<file path="src/rtl/vid_timing_counter.sv">
// One axis of a video raster timer: 0..total counter with load, cascade carry and
// NWIN registered compare windows. Define VID_TIMING_MATCH_EN to add the match_val pulse.
module vid_timing_counter #(
   parameter int WID  = 12,
   parameter int NWIN = 2
) (
   input  logic                clk,
   input  logic                rst,
   input  logic                ce,
   input  logic                ld,
   input  logic [WID-1:0]      d,
   input  logic [WID-1:0]      total,
   input  logic [NWIN*WID-1:0] win_start,
   input  logic [NWIN*WID-1:0] win_end,
   input  logic [NWIN-1:0]     win_pol,
`ifdef VID_TIMING_MATCH_EN
   input  logic [WID-1:0]      match_val,
`endif
   output logic [WID-1:0]      q,
   output logic                tc,
   output logic                co,
   output logic [NWIN-1:0]     win_o,
   output logic                match_o
);

   logic [WID-1:0]  q_q, q_d;
   logic [NWIN-1:0] win_q, win_d;
   logic            upd;

   assign upd = ld | ce;
   assign tc  = (q_q >= total);
   assign co  = ce & tc;
   assign q   = q_q;
   assign win_o = win_q;

   always_comb begin
      q_d = q_q;
      if (ld)
         q_d = d;
      else if (ce && tc)
         q_d = '0;
      else if (ce)
         q_d = q_q + WID'(1);
   end

   // Windows are evaluated on the next count so win_o lines up with q.
   for (genvar i = 0; i < NWIN; i++) begin : g_win
      logic [WID-1:0] s, e;
      logic           act;
      assign s   = win_start[i*WID +: WID];
      assign e   = win_end[i*WID +: WID];
      assign act = (s < e) ? ((q_d >= s) && (q_d < e)) :
                   (s > e) ? ((q_d >= s) || (q_d < e)) : 1'b0;
      assign win_d[i] = act ^ win_pol[i];
   end

   always_ff @(posedge clk) begin
      if (rst) begin
         q_q   <= '0;
         win_q <= win_pol;
      end else begin
         q_q <= q_d;
         if (upd)
            win_q <= win_d;
      end
   end

`ifdef VID_TIMING_MATCH_EN
   logic match_q;
   always_ff @(posedge clk) begin
      if (rst)
         match_q <= 1'b0;
      else
         match_q <= upd && (q_d == match_val) && (q_d != q_q);
   end
   assign match_o = match_q;
`else
   assign match_o = 1'b0;
`endif

endmodule

</file>
<file path="config.mk">
export PLATFORM = sky130hd
export DESIGN_NAME = vid_timing_counter
export DESIGN_NICKNAME = d
export VERILOG_FILES = /design/src/rtl/vid_timing_counter.sv
export SDC_FILE = /design/constraint.sdc
export NUM_CORES = 1
export LEC_CHECK = 0
export CAP_MARGIN = 5
export CORE_MARGIN = 2
export CORE_UTILIZATION = 44
export CTS_BUF_LIST = sky130_fd_sc_hd__clkbuf_8
export CTS_CLUSTER_SIZE = 10
export DETAILED_ROUTE_END_ITERATION = 10
export PLACE_DENSITY = 0.91
export SYNTH_ARGS = -nofsm -noshare
export SYNTH_HDL_FRONTEND = slang
export SYNTH_SLANG_ARGS = --single-unit
export TNS_END_PERCENT = 10
</file>
<file path="constraint.sdc">
create_clock -name clk -period 4.55 [get_ports clk]
set_input_delay 1.365 -clock clk [delete_from_list [all_inputs] [get_ports clk]]
set_output_delay 1.365 -clock clk [all_outputs]
set_load 0.01 [all_outputs]
</file>
==> qor.yml, run 1 <==
antenna_found_initial: 0
synth_area_per_cell_um2: 7.939
fin_skew_ns: 0.008146
grt_pass1_wl_mm: 16.14
setup_violations: 2
power_uw: 720.8
worst_ep_required_time_ns: 4.54
wl_met1_mm: 4.049
status: "finished, violations left"
core_um2: 6314
violations: "negative setup slack"
final_cell_mix: "clkdlybuf4s50_1, buf_4, ha_1"
seq_power_share_pct: 21.0
cts_tree: "done"
synth_ff_type: "dfxtp_1"
grt_setup_unrepaired: "yes"
max_stage_delay_ns: 0.52
powerDensity_nw_per_um2: 148.3
drt_iter0_markers: 238
slowest_stage: "clkdlybuf4s50_1"
die_w_um: 84.49
synth_cell_types: 50
cp-start-kind: "primary input"
postSynthCellCount: 359
final_common_cell: "clkdlybuf4s50_1"
final-hold-violation-count: 0
switchingPower_uw: 271.4
clk_pin_slew_worst_paths_ns: 0.06
yosysTopAreaCellShare_pct: 36.44
fillCellCount: 424
synth_fp_nets: 520
clockPowerShare_pct: 14.5
maxCapViolations: 0
relSlewSlack_pct: 62.78
fin_crit_ns: 4.698
initial_core_util_pct: 45.14
row_count: 29
fin_nets: 680
dieHeight_um: 84.49
area_growth_pct: 70.50
totalWireLength_mm: 10.21
worst_slack_ns: -0.1483
intPower_uw: 449.4
worstMarginPinSlew_ns: 0.5442
synth_area_leaders: "ha_1, inv_1, dfxtp_1"
p_leak_uw: 0.002337
met3_length_um: 563
overflow: 0
viasPerCell: 5.736
path_class: "in -> reg"
slew_viol_final: 0
synth_largest_area_cell: "ha_1"
ir_drop_uv: 95.45
maxUsedRoutingLayer: "met4"
drc: 0
syn_area_um2: 2850
drive_above_1_share_pct: 28.76
crit_arrival_ns: 4.68
place_congestion: 0.8768
switching_share_pct: 37.66
crit_chain: "clkdlybuf4s50_1 > buf_4 > nand4_1 > nor2_2 > and3_4 > nand3_2 > xor2_2 > o31ai_2 > buf_4 > ha_4 > o2111ai_2 > nor3_2 > a2111oi_4 > a221o_1 > o41ai_2 > xor2_1"
critical-path-top-delay-family: "compound AO/OA/AOI/OAI gates"
grt_max_degree: 15
synth.ff_latch_count: 14
dp_hpwl_mm: 7.902
cts_sinks: 14
hp-class: "reg -> reg"
cts_buffers: 3
dr.pass1.iters: 5
synth_seq_area_share_pct: 10.54
routed-via-count: 3413
grtUsageTotal_pct: 27.64
min_period_over_period_pct: 103.3
placement.io_buffers: 93
io_pins: 95
die-area_um2: 7138
synth_edf_count: 2
met2_length_mm: 5.354
ctsHoldBuffers: 0
critPathCaptureType: "flop"
grt_pass1_vias: 3615
p_comb_share_pct: 64.6
ctsHtreeMaxLevel: 1
cpMostUsedCell: "buf_4"
clk_latency_ns: 0.25
synth_warnings: 0
antenna_cells: 0
cts_buffer_depth: 2
max_clock_freq_mhz: 212.8
crit_buf_inv: 3
fin_hold_ws_ns: 0.7911
wl_per_cell_um: 17.16
async_reset_ff_share_pct: 0
critPathMaxFanout: 3
root_buffer: "clkbuf_8"
ant_nets: 0
## metal layers
layer | vias up | track usage, %
met4 | 0 | 8.658
li1 | 1612 | -
met1 | 1626 | 30.17
met3 | 22 | 3.441
met2 | 153 | 54.47
met5 | - | 0
## cell families after synthesis
family	synth area share (%)
AOI/OAI and AO/OA	23.92
and+or+nand+nor	16.29
adders and majority gates	36.44
buffers and inverters	9.614
DFF	10.54
xor gates and xnor gates	3.073
other	0.1316
## through the flow
stage / setup TNS, ns / util [%] / std cells / setup WS (ns) / cell area, um2
6_report: -0.2499 / 76.97 / 595 / -0.1483 / 4860
3_3_place_gp: -2.734 / 68.61 / 569 / -0.8683 / 4332
5_1_grt: -0.5816 / 76.97 / 595 / -0.3175 / 4860
3_5_place_dp: -2.971 / 68.61 / 569 / -0.9395 / 4332
4_1_cts: -0.1442 / 74.83 / 587 / -0.09545 / 4725
2_1_floorplan: -0.1284 / - / 359 / -0.07724 / 2993
## cells in the mapped netlist, drive strengths merged (2+ instances only)
library cell and instances:
ha 83, inv 68, a21oi 22, nand2 19, o21ai 19, nor2b 13
dfxtp 12, nand3 12, nor2 11, nand4 8, a21o 6, o21a 6
a2111oi 5, a211o 5, a211oi 5, and3 5, nor3 5, o211ai 5
xnor2 5, xor2 5, nand2b 4, a221o 3, and4 3, clkbuf 3
o2111ai 3, o31ai 3, a31oi 2, edfxtp 2, nor3b 2, o22ai 2
## worst reg2reg max path, cell delays in order, from the launching register on
cell and delay [ns]:
dfxtp_1 0.47, ha_4 0.26, a211o_1 0.25, o211ai_1 0.15, o311a_4 0.30, nor2_4 0.05, or2_4 0.32, buf_6 0.14
o21ai_4 0.21, ha_4 0.17, o21a_1 0.16, o31ai_2 0.08, nor3_2 0.25, a2111oi_4 0.07, a221o_1 0.33, o41ai_2 0.36
xor2_1 0.13
## state kept, by name, indices dropped and copies added, names as in the netlist
name,cells
q,12
win_o,2
## final timing paths
| check | from | to | slack [ns] | cells past startpoint |
|---|---|---|---|---|
| worst max-delay path | ce | win_o[1] | -0.15 | 16 |
| worst min-delay path | q[2] | q[2] | 0.79 | 2 |
| worst max register to register | q[9] | win_o[1] | 0.59 | 16 |
| worst min register to register | q[2] | q[2] | 0.79 | 2 |
## power groups by stage
stage,clock network (uW),logic (uW),registers [uW]
after floorplan,0,198,154
after global placement,0,373,151
after detailed placement,0,395,152
after CTS,104,434,151
after global routing,110,508,153
final,104,465,151
## repair_timing
action | CTS | global route
setup buffers | 14 | 8
pin swaps | 43 | 22
gates cloned | 0 | 0
resized for setup | 91 | 18
endpoints found under the setup margin | 4 | 3
## cell type report
| type | count | area (um2) | area share (%) |
|---|---|---|---|
| Inverter | 68 | 272.8 | 5.613 |
| Timing Repair Buffer | 159 | 1428 | 29.38 |
| Clock inverter | 1 | 3.754 | 0.07724 |
| Tap cell | 77 | 96.34 | 1.982 |
| Clock buffer | 3 | 41.29 | 0.8496 |
| Multi-Input combinational cell | 273 | 2718 | 55.92 |
| Sequential cell | 14 | 300.3 | 6.179 |
(Power assumes the default switching activity.)
==> inputs of run 2 (changes only) <==
--- a/config.mk
+++ b/config.mk
@@ -12,6 +12,8 @@
 export CTS_CLUSTER_SIZE = 10
 export DETAILED_ROUTE_END_ITERATION = 10
 export PLACE_DENSITY = 0.91
+export SKIP_CTS_REPAIR_TIMING = 1
+export SLEW_MARGIN = 20
 export SYNTH_ARGS = -nofsm -noshare
 export SYNTH_HDL_FRONTEND = slang
 export SYNTH_SLANG_ARGS = --single-unit
==> qor.yml, run 2 (same netlist as run 1, synthesis figures left out) <==
status: "finished, violations left"
violations: "negative setup slack"
area_growth_pct: 62.38
wl_per_cell_um: 16.08  # -6.3%
maxCapViolations: 0  # unchanged
grt_setup_unrepaired: "yes"
root_buffer: "clkbuf_8"
cts_buffer_depth: 2  # unchanged
min_period_over_period_pct: 104.2  # +0.94 points
cp-start-kind: "primary input"
clk_pin_slew_worst_paths_ns: 0.06  # about the same
dr.pass1.iters: 4  # -1
powerDensity_nw_per_um2: 147.9  # -0.26%
worst_slack_ns: -0.1910  # -0.04273 ns
die_w_um: 84.49  # unchanged
initial_core_util_pct: 45.14  # unchanged
fin_skew_ns: 0.004617  # -0.003529 ns
dp_cells: 569  # unchanged
drc: 0  # unchanged
grtUsageTotal_pct: 25.30  # -2.3 points
tns_ns: -0.2627  # -0.01275 ns
place_congestion: 0.8768  # unchanged
worstMarginPinSlew_ns: 0.5360  # -0.008206 ns
relSlewSlack_pct: 63.34  # +0.56 points
overflow: 0  # unchanged
slew_viol_final: 0  # unchanged
worst_ep_required_time_ns: 4.53  # about the same
grt_pass1_wl_mm: 14.95  # -7.4%
critPathCaptureType: "flop"
totalWireLength_mm: 9.372  # -8.2%
largest_reg_flops: 12  # unchanged
routed-via-count: 3294  # -3.5%
clk_latency_ns: 0.24  # about the same
multi_input_area_um2: 2599  # -4.4%
cts_sinks: 14  # unchanged
ctsHtreeMaxLevel: 1  # unchanged
core_um2: 6314  # unchanged
ant_nets: 0  # unchanged
setup_violations: 2  # unchanged
crit_arrival_ns: 4.72  # +0.04 ns
placement.io_buffers: 93  # unchanged
viasPerCell: 5.650  # -1.5%
grt_max_degree: 15  # unchanged
hp-class: "reg -> reg"
row_count: 29  # unchanged
regArea_um2: 300.3  # unchanged
critPathMaxFanout: 6  # +3
path_class: "in -> reg"
p_leak_uw: 0.002307  # -1.3%
drive_above_1_share_pct: 24.51  # -4.3 points
final_cell_mix: "clkdlybuf4s50_1, ha_1, inv_1"
fin_crit_ns: 4.741  # +0.04273 ns
io_pins: 95  # unchanged
antenna_found_initial: 0  # unchanged
antenna_cells: 0  # unchanged
ir_drop_uv: 90.91  # -4.8%
layout.cells.non_filler: 583  # -2.0%
die-area_um2: 7138  # unchanged
dieHeight_um: 84.49  # unchanged
fillCellCount: 458  # +8.0%
final-hold-violation-count: 0  # unchanged
max_clock_freq_mhz: 210.9  # -0.90%
cts_buffers: 3  # unchanged
cts_tree: "done"
grt_pass1_vias: 3414  # -5.6%
drt_iter0_markers: 145  # -39%
final_common_cell: "clkdlybuf4s50_1"
dp_hpwl_mm: 7.902  # unchanged
fin_nets: 668  # -1.8%
run 2: worst paths after layout:
| kind | start | depth (start not counted) | end | slack (ns) |
|---|---|---|---|---|
| setup / recovery | total[9] | 18 | win_o[1] | -0.19 |
| hold / removal | q[2] | 2 | q[2] | 0.81 |
| setup reg to reg | q[5] | 16 | win_o[1] | 0.52 |
| hold reg to reg | q[2] | 2 | q[2] | 0.81 |
run 2: critical path, cell delays in order:
cell and delay (ns):
clkbuf_2 0.09, inv_2 0.04, ha_4 0.23, a211o_1 0.25, o211ai_1 0.15, o311a_4 0.30, nor2_4 0.05, or2_4 0.31
o21ai_4 0.28, ha_4 0.25, buf_4 0.13, a211oi_1 0.23, o21ai_1 0.12, o2111a_1 0.19, a2111oi_4 0.30, a221o_1 0.22
o41ai_2 0.08, xor2_1 0.16
run 2: layout make-up:
type | count | area share, %
flip-flops and latches | 14 | 6.488
repair buffers | 147 | 28.52
well taps | 77 | 2.082
inverters | 68 | 5.785
clock inverters | 1 | 0.08110
multi-input cells | 273 | 56.15
clock buffers | 3 | 0.8921
run 2: through the flow:
step	setup slack, ns	power (uW)	hold slack (ns)	util [%]	cell area [um2]
floorplan	-0.07724	352.0	0.7160	-	2993
global placement	-0.8683	524.3	0.7143	68.61	4332
detailed placement	-0.9395	546.9	0.7342	68.61	4332
CTS	-0.7107	650.4	0.7437	69.32	4377
global route	-0.3541	736.8	0.8648	73.31	4628
finish	-0.1910	684.7	0.8105	73.31	4628
run 2: metal layers:
metal	part of all wire, %	GRT usage, %	vias up
met3	4.3	3.147	19
li1	-	-	1589
met1	40	28.28	1561
met2	53	49.89	125
met5	0	0	-
met4	1.8	6.205	0
run 2: report_power, final:
group / leakage (uW) / total, uW / internal, uW / switching, uW
logic: 0.00216 / 431 / 233 / 197
clock network: 0.0000231 / 103 / 59.7 / 43.6
registers: 0.000120 / 151 / 137 / 13.9
total: 0.00231 / 685 / 430 / 255
==> inputs of run 3 (changes only) <==
--- a/config.mk
+++ b/config.mk
@@ -5,6 +5,7 @@
 export SDC_FILE = /design/constraint.sdc
 export NUM_CORES = 1
 export LEC_CHECK = 0
+export ABC_AREA = 1
 export CAP_MARGIN = 5
 export CORE_MARGIN = 2
 export CORE_UTILIZATION = 44
@@ -13,7 +14,7 @@
 export DETAILED_ROUTE_END_ITERATION = 10
 export PLACE_DENSITY = 0.91
 export SKIP_CTS_REPAIR_TIMING = 1
-export SLEW_MARGIN = 20
+export SLEW_MARGIN = 15
 export SYNTH_ARGS = -nofsm -noshare
 export SYNTH_HDL_FRONTEND = slang
 export SYNTH_SLANG_ARGS = --single-unit
==> qor.yml, run 3 <==
synth_seq_area_share_pct: 10.34  # -0.20 points
fin_nets: 712  # +6.6%
crit_chain: "clkdlybuf4s50_1 > inv_1 > ha_1 > nand2_1 > nor2_2 > nand2_2 > nor2_1 > nor2_1 > nand2_2 > nand2_4 > inv_1 > nor2_2 > nand2_1 > nand2_1 > ha_1 > nand2_1 > nor2_1 > a211oi_1 > o221a_2 > nand2_1 > nand2_1 > nand2_1 > nand2_1 > nand2_1"
max_stage_delay_ns: 0.45  # +0.14 ns
muxShareOfSynthArea_pct: 0  # unchanged
grt_pass1_vias: 3303  # -3.3%
io_pins: 95  # unchanged
crit_arrival_ns: 4.57  # -0.15 ns
synth_common_cells: "nand2_1, inv_1, ha_1, a21oi_1, nor2_1"
hp-class: "reg -> reg"
fin_crit_ns: 4.571  # -0.1703 ns
post_dp_cell_area_um2: 4030  # -7.0%
worst_ep_required_time_ns: 4.55  # +0.02 ns
synth_top_family_by_area: "adder cells"
max_clock_freq_mhz: 218.8  # +3.7%
path_class: "in -> reg"
final_common_cell: "nand2_1"
grt_setup_unrepaired: "yes"
slowest_stage: "clkdlybuf4s50_1"
initial_core_util_pct: 45.49  # +0.35 points
dieHeight_um: 85.26  # +0.92%
synth_fp_nets: 602  # +16%
yosysTopAreaCellShare_pct: 35.75  # -0.69 points
relSlewSlack_pct: 56.69  # -6.6 points
dp_cells: 623  # +9.5%
grt_max_degree: 16  # +1
synth_area_leaders: "ha_1, nand2_1, inv_1"
synth_area_per_cell_um2: 6.588  # -17%
synth_xor_area_share_pct: 2.110  # -0.96 points
layout.cells.non_filler: 627  # +7.5%
maxCapViolations: 0  # unchanged
routed-via-count: 3286  # -0.24%
totalWireLength_mm: 8.401  # -10%
worstMarginPinSlew_ns: 0.6476  # +0.1115 ns
synth_largest_area_cell: "ha_1"
grt_pass1_wl_mm: 13.81  # -7.7%
clk_latency_ns: 0.24  # about the same
row_count: 29  # unchanged
status: "finished, violations left"
postLayoutCellArea_um2: 4101  # -11%
ir_drop_uv: 120.5  # +33%
grtUsageTotal_pct: 22.85  # -2.4 points
wl_per_cell_um: 13.40  # -17%
antenna_cells: 0  # unchanged
violations: "negative setup slack"
critPathCaptureType: "flop"
die-area_um2: 7269  # +1.8%
ctsHtreeMaxLevel: 1  # unchanged
die_w_um: 85.26  # +0.92%
place_congestion: 0.8843  # +0.86%
largest_reg_flops: 12  # unchanged
fillCellCount: 543  # +19%
viasPerCell: 5.241  # -7.2%
drt_iter0_markers: 138  # -4.8%
p_leak_uw: 0.002279  # -1.2%
cp-start-kind: "primary input"
setup_violations: 1  # -1
synth_edf_count: 2  # unchanged
ant_nets: 0  # unchanged
dr.pass1.iters: 4  # unchanged
cpMostUsedCell: "nand2_1"
crit_buf_inv: 3  # unchanged
critical-path-top-delay-family: "simple AND/OR/NAND/NOR gates"
clk_pin_slew_worst_paths_ns: 0.06  # about the same
postSynthCellCount: 441  # +23%
cts_buffers: 3  # unchanged
synth_fa_ha_area_share_pct: 35.75  # -0.69 points
synthSimpleGateAreaFrac_pct: 26.96  # +11 points
antenna_found_initial: 0  # unchanged
cts_buffer_depth: 2  # unchanged
fin_skew_ns: 0.001068  # -0.003550 ns
synth_ff_type: "dfxtp_1"
final-hold-violation-count: 0  # unchanged
dp_hpwl_mm: 7.359  # -6.9%
drive_above_1_share_pct: 7.455  # -17 points
slew_viol_final: 0  # unchanged
cts_sinks: 14  # unchanged
synth.ff_latch_count: 14  # unchanged
async_reset_ff_share_pct: 0  # unchanged
core_um2: 6386  # +1.1%
critPathMaxFanout: 6  # unchanged
syn_area_um2: 2905  # +1.9%
placement.io_buffers: 93  # unchanged
area_growth_pct: 41.17
final_cell_mix: "nand2_1, clkdlybuf4s50_1, inv_1"
drc: 0  # unchanged
powerDensity_nw_per_um2: 151.8  # +2.6%
synth_cell_types: 31  # -38%
synth_most_common_cell: "nand2_1"
cts_tree: "done"
synth_compound_area_share_pct: 12.70  # -11 points
synth_warnings: 0  # unchanged
min_period_over_period_pct: 100.5  # -3.7 points
worst_slack_ns: -0.02074  # +0.1703 ns
overflow: 0  # unchanged
root_buffer: "clkbuf_8"
## run 3: cell count changes after synthesis, moves of 6 or more
cell / previous run / this run
nand2_1: 19 / 109
a21oi_1: 21 / 44
inv_1: 68 / 88
nor2_1: 10 / 26
nor2b_1: 13 / 0
nand3_1: 12 / 20
o21a_1: 6 / 0
o21ai_0: 13 / 7
o21ai_2: 6 / 0
## run 3: kinds of logic (layout without fill, tap and decap cells)
group           count (synthesis)  in the layout
buf+inv                        92            201
fa+ha+maj                      83             83
xor+xnor                        7              7
flops                          14             14
simple gates                  179            179
compound gates                 65             65
other cells                     1              1
## run 3: final timing paths
path	end	cells past startpoint	slack, ns	from
worst min register to register	q[7]	3	0.67	q[7]
worst max register to register	win_o[1]	20	1.19	q[5]
worst min-delay path	q[7]	3	0.67	q[7]
worst max-delay path	win_o[1]	24	-0.02	total[11]
## run 3: through the flow
step	util, %	setup WS, ns	power [uW]	hold WS [ns]	setup TNS (ns)
2_1_floorplan	-	0.4623	334.3	0.6533	0
3_3_place_gp	63.11	-0.1254	478.9	0.6478	-0.3322
3_5_place_dp	63.11	-0.2228	496.7	0.6596	-0.7623
4_1_cts	63.97	-0.1869	617.5	0.6732	-0.3228
5_1_grt	64.22	-0.2294	675.0	0.7162	-0.4277
6_report	64.22	-0.02074	622.7	0.6747	-0.02074
## run 3: per-layer routing
metal / vias up / wire, um / track usage (%)
met3: 19 / 435 / 1.654
met1: 1479 / 3500 / 25.88
met5: - / 0 / 0
met2: 115 / 4238 / 44.03
met4: 0 / 227 / 8.514
li1: 1673 / - / -
## run 3: worst reg2reg max path, cell delays in order, from the launching register on
cell and delay (ns):
dfxtp_1 0.44, ha_1 0.29, a21oi_1 0.19, nor2_1 0.07, nor2_1 0.14, nand2_2 0.09
nand2_4 0.06, inv_1 0.06, nor2_2 0.20, nand2_1 0.11, nand2_1 0.23, ha_1 0.30
nand2_1 0.10, nor2_1 0.05, a211oi_1 0.25, o221a_2 0.26, nand2_1 0.05, nand2_1 0.08
nand2_1 0.05, nand2_1 0.06, nand2_1 0.05
## run 3: where the power goes
| group | switching, uW | leakage [uW] | internal [uW] |
|---|---|---|---|
| sequential | 10.3 | 0.000120 | 135 |
| combinational | 179 | 0.00213 | 178 |
| clock | 44.2 | 0.0000288 | 76.6 |
| total | 233 | 0.00228 | 389 |
## run 3: area by class of cell
class                   instances  area [um2]  share of cell area (%)
repair buffers                108        1044                   25.44
clock buffers                   4       55.05                   1.342
inverters                      89       334.1                   8.145
well taps                      77       96.34                   2.349
multi-input cells             335        2272                   55.40
flip-flops and latches         14       300.3                   7.322
